<file path="config.mk">
export PLATFORM = sky130hd
export DESIGN_NAME = interrupt_controller
export DESIGN_NICKNAME = d
export VERILOG_FILES = /design/src/rtl/interrupt_controller_pkg.sv /design/src/rtl/interrupt_controller_irq_edge_capture.sv /design/src/rtl/interrupt_controller.sv
export SDC_FILE = /design/constraint.sdc
export NUM_CORES = 1
export LEC_CHECK = 0
export CORE_UTILIZATION = 40
export CTS_CLUSTER_DIAMETER = 30
export CTS_CLUSTER_SIZE = 10
export DETAILED_ROUTE_END_ITERATION = 16
export GPL_TIMING_DRIVEN = 1
export PLACE_DENSITY = 0.69
export SLEW_MARGIN = 0
export SYNTH_ARGS = -nofsm -noshare
export SYNTH_HDL_FRONTEND = slang
export SYNTH_SLANG_ARGS = --single-unit
</file>
<file path="constraint.sdc">
create_clock -name i_Clk -period 2.1 [get_ports i_Clk]
set_input_delay 0.42 -clock i_Clk [delete_from_list [all_inputs] [get_ports i_Clk]]
set_output_delay 0.42 -clock i_Clk [all_outputs]
set_load 0.005 [all_outputs]
</file>
<file path="src/rtl/interrupt_controller_pkg.sv">
// Shared constants for the interrupt controller: register addresses,
// source bit positions and the padding returned in the unused IF bits.
package interrupt_controller_pkg;

  localparam logic [15:0] DEFAULT_ADDR_IF = 16'hFF0F;
  localparam logic [15:0] DEFAULT_ADDR_IE = 16'hFFFF;

  localparam int unsigned IRQ_COUNT  = 5;
  localparam int unsigned IRQ_VBLANK = 0;
  localparam int unsigned IRQ_STAT   = 1;
  localparam int unsigned IRQ_TIMER  = 2;
  localparam int unsigned IRQ_SERIAL = 3;
  localparam int unsigned IRQ_JOYPAD = 4;

  localparam logic [2:0] IF_READ_PAD = 3'b111;

endpackage

</file>
<file path="src/rtl/interrupt_controller_irq_edge_capture.sv">
// Rising-edge detector for one interrupt source. Runs on every clock so edges
// seen while the CPU clock enable is low are held until the next enabled cycle.
module irq_edge_capture (
  input  logic i_Clk,
  input  logic i_Rst,
  input  logic i_Enable,
  input  logic i_Source,
  output logic o_Pending
);

  logic prev_level;
  logic sticky;
  logic rise;

  assign rise      = i_Source & ~prev_level;
  assign o_Pending = sticky | rise;

  always_ff @(posedge i_Clk or posedge i_Rst) begin
    if (i_Rst) begin
      prev_level <= 1'b0;
      sticky     <= 1'b0;
    end else begin
      prev_level <= i_Source;
      // An enabled cycle folds the pending edge into IF, so the sticky bit drops.
      if (i_Enable) sticky <= 1'b0;
      else          sticky <= sticky | rise;
    end
  end

endmodule

</file>
<file path="src/rtl/interrupt_controller.sv">
// Memory-mapped IF/IE interrupt controller: captures source edges, masks them
// with IE for the CPU, and clears the serviced flag on interrupt acknowledge.
module interrupt_controller
  import interrupt_controller_pkg::*;
#(
  parameter logic [15:0] ADDR_IF = DEFAULT_ADDR_IF,
  parameter logic [15:0] ADDR_IE = DEFAULT_ADDR_IE
) (
  input  logic                 i_Clk,
  input  logic                 i_Rst,
  input  logic                 i_Enable,
  input  logic [15:0]          i_Address,
  input  logic                 i_Address_Out,
  input  logic                 i_Bus_Out,
  input  logic                 i_Bus_In,
  input  logic [7:0]           i_Bus,
  input  logic [IRQ_COUNT-1:0] i_Sources,
  input  logic                 i_Handle_Interrupt,
  output logic [7:0]           o_Bus,
  output logic                 o_Selected,
  output logic [IRQ_COUNT-1:0] o_Interrupts
);

  logic [IRQ_COUNT-1:0] if_reg;
  logic [IRQ_COUNT-1:0] if_next;
  logic [IRQ_COUNT-1:0] pending;
  logic [IRQ_COUNT-1:0] ack_mask;
  logic [7:0]           ie_reg;
  logic                 ack_prev;
  logic                 sel_if;
  logic                 sel_ie;
  logic                 write_if;
  logic                 write_ie;
  logic                 found;

  for (genvar g = 0; g < IRQ_COUNT; g++) begin : g_capture
    irq_edge_capture u_capture (
      .i_Clk     (i_Clk),
      .i_Rst     (i_Rst),
      .i_Enable  (i_Enable),
      .i_Source  (i_Sources[g]),
      .o_Pending (pending[g])
    );
  end

  assign sel_if       = i_Address_Out && (i_Address == ADDR_IF);
  assign sel_ie       = i_Address_Out && (i_Address == ADDR_IE);
  assign o_Selected   = sel_if | sel_ie;
  assign write_if     = i_Enable & sel_if & i_Bus_Out;
  assign write_ie     = i_Enable & sel_ie & i_Bus_Out;
  assign o_Interrupts = if_reg & ie_reg[IRQ_COUNT-1:0];

  // Acknowledge only on the first cycle of a handle request; bit 0 wins.
  always_comb begin
    ack_mask = '0;
    found    = 1'b0;
    if (i_Handle_Interrupt && !ack_prev) begin
      for (int unsigned i = 0; i < IRQ_COUNT; i++) begin
        if (!found && o_Interrupts[i]) begin
          ack_mask[i] = 1'b1;
          found       = 1'b1;
        end
      end
    end
  end

  assign if_next = ((write_if ? i_Bus[IRQ_COUNT-1:0] : if_reg) & ~ack_mask) | pending;

  always_ff @(posedge i_Clk or posedge i_Rst) begin
    if (i_Rst) begin
      if_reg   <= '0;
      ie_reg   <= '0;
      ack_prev <= 1'b0;
    end else if (i_Enable) begin
      if_reg   <= if_next;
      ack_prev <= i_Handle_Interrupt;
      if (write_ie) ie_reg <= i_Bus;
    end
  end

  always_comb begin
    o_Bus = '0;
    if (i_Bus_In) begin
      if (sel_if)      o_Bus = {IF_READ_PAD, if_reg};
      else if (sel_ie) o_Bus = ie_reg;
    end
  end

endmodule

</file>
==> run summary <==
Slew headroom: 0.716
Overall Global Routing Usage: 0.218
Reg2reg setup slack: 0.70 ns
Top Metal Used: met4
Initial Util: 0.431
Yosys reg bits: 24
Synthesized netlist net count: 169
Root buf cell: clkbuf_4
Die width: 60.1 um
Largest net degree at the start of global routing: 25
Layout area overhead: 59.9%
Fraction of layout cells with a size suffix above 1: 0.391
Synth Instances: 133
CTS tree: built
Comb power frac: 0.154
Leak: 0.984 nW
Met3 wire length: 258 um
Clk network pwr share: 0.350
Clock buffer depth: 2
Flip-flop count of the largest register after layout: 8
Crit end category: output pin
Critical Path Fanout Max: 4
Initial antenna violation count: 0
Number of maximum-capacitance violations: 0
Worst-Margin Slew: 0.425 ns
CP cell instances: buf_6, nand4_4, or4_4, buf_12, o21ai_4, a21oi_2, buf_2
Via Count: 1312
Met2 wire length: 1980 um
Final period util: 0.990
Die area: 3610 sq um
DRT met1 WL: 1530 um
Mean routed wirelength per cell: 15.5 um
Mean post-synth cell area: 10.1 sq um
NetSw: 0.000212 W
Ys flop type: dfrtp_1
Unrepaired setup endpoints after global routing: yes
Std cell rows: 20
CTS buffer count: 3
Final WL: 3820 um
Reg power frac: 0.497
Reg clk slew, reported paths: 0.14 ns
Antenna viol nets, final: 0
Worst path arrival time: 1.66 ns
Required @ worst endpoint: 1.68 ns
Crit Reg-Reg Startpoint: ack_prev$_DFFE_PP0P_
Pre-antenna DRT Iters: 4
Final nets: 239
WHS: 0.429 ns
Initial drt markers: 35
CP max stage delay: 0.54 ns
CTS sink cnt: 24
Routability cong.: 0.825
Cell Int Power: 0.000752 W
Setup Skew: 0.0146 ns
Layout fillers: 252
Synthesized area: 1350 sq um
Diode count: 0
Tmin final: 2.08 ns
Pins Over Slew Limit: 0
Die Ht: 60.1 um
Vias per Instance: 5.33
Sequential-to-total area share from yosys stat: 0.445
Pwr Density: 447 nW/um^2
Register Area: 601 sq um
Total I/O pin count: 50
Outcome: finished clean
Placed instance count: 231
Final cell count without fillers: 246
Switching share of power: 0.220
Worst skew pair latency: 0.33 ns
Core Box Area: 3130 sq um
VDD IR-drop max: 0.000262 V
Area occupied by multi-input gates: 756 sq um
Vias in the first global route: 1305
Post-synth EDFFs: 0
Setup Viol. Count Final: 0
CTS H-tree depth: 1
Post-synth ARST share: 1.00
Worst path slowest cell: or4_4
Fmax achieved: 481 MHz
Final Hold Fails: 0
Worst Setup SP: i_Address[9]
Congestion Overflow GR: 0
Ys Warns: 0
DRC: 0
Hold Crit Class: input port to asynchronous set/reset pin
Netlist cell types: 33
Startpoint types: input port
First-pass GRT wire length: 5740 um
IO Port Bufs: 49
DP HPWL: 2440 um
Hold buffer count at cts: 0
CP Class: input port to output pin
[logic make-up (layout without fill, tap and decap cells)]
kind of cell | count (synthesis) | after routing | synth area share
and+or+nand+nor | 47 | 47 | 0.228
DFF | 24 | 24 | 0.445
AOI/OAI and AO/OA | 30 | 30 | 0.136
muxes | 14 | 14 | 0.115
buffers and inverters | 18 | 87 | 0.0751
[critical path: cells and delay by family]
kind	cells	cell delay (ns)
buffers and inverters	3	0.35
and+or+nand+nor	2	0.66
AOI/OAI and AO/OA	2	0.22
[metrics by stage]
step | worst slack (ns) | utilization | total power, W | TNS [ns] | cell area (sq um)
finish | 0.0208 | 0.690 | 0.000963 | 0 | 2160
global route | -0.0217 | 0.690 | 0.00100 | -0.0224 | 2160
CTS | 0.0137 | 0.660 | 0.000953 | 0 | 2060
detailed placement | -0.704 | 0.617 | 0.000626 | -8.43 | 1930
global placement | -0.683 | 0.617 | 0.000622 | -7.96 | 1930
floorplan | 0.225 | - | 0.000538 | 0 | 1350
[final timing paths]
check / end / cells past startpoint
setup / recovery: o_Bus[1] / 7
hold / removal: g_capture[0].u_capture.sticky$_DFF_PP0_ / 3
setup reg to reg: if_reg[1]$_DFFE_PP0P_ / 4
hold reg to reg: g_capture[0].u_capture.sticky$_DFF_PP0_ / 2
max in group asynchronous: if_reg[1]$_DFFE_PP0P_ / 3
min in group i_Clk: g_capture[0].u_capture.sticky$_DFF_PP0_ / 2
[power by group through the flow]
stage               combinational, W  sequential, W  clock, W
floorplan                  0.0000511       0.000487         0
global placement            0.000135       0.000487         0
detailed placement          0.000139       0.000488         0
CTS                         0.000132       0.000479  0.000343
global route                0.000159       0.000480  0.000363
finish                      0.000148       0.000478  0.000337
[layout by cell type, fill, tap and decap left out, types with 4 or more instances in the layout]
master,count
dfrtp_1,24
clkdlybuf4s50_1,23
buf_6,15
inv_1,13
buf_4,13
mux2_2,11
a21oi_1,10
buf_2,9
nand3_1,8
nor2_1,8
o211ai_1,7
nand2_1,4
and2_1,4
o21ai_2,4
[synthesized netlist by cell type (2+ instances only)]
library cell	count	area (sq um)
buf_6	4	45.0
dfrtp_1	24	601
o211ai_1	7	52.6
o21ai_0	5	25.0
nand4_4	2	42.5
nor2_1	10	37.5
mux2i_1	2	20.0
inv_1	13	48.8
nand2_1	5	18.8
mux2_2	11	124
and2_1	4	25.0
nand3_1	11	55.1
nand4_1	3	18.8
a21oi_1	13	65.1
[metal layers]
| metal | global-route usage | up-vias |
|---|---|---|
| li1 | - | 624 |
| met2 | 0.373 | 63 |
| met3 | 0.0433 | 4 |
| met4 | 0.110 | 0 |
| met1 | 0.258 | 621 |
| met5 | 0 | - |
[timing repair]
| action | 4_1_cts | 5_1_grt |
|---|---|---|
| buffers inserted | 11 | 0 |
| setup endpoints to repair | 9 | 9 |
| gates resized for setup | 93 | 34 |
| pin swaps | 20 | 14 |
| hold endpoints to repair | 0 | 0 |
[layout make-up]
cell class | instances | area share
Tap cell | 44 | 0.0255
Timing Repair Buffer | 70 | 0.299
Inverter | 13 | 0.0226
Sequential cell | 24 | 0.278
Clock inverter | 1 | 0.0139
Clock buffer | 3 | 0.0104
Multi-Input combinational cell | 91 | 0.350
No activity file was read; power rests on OpenSTA's default activity.
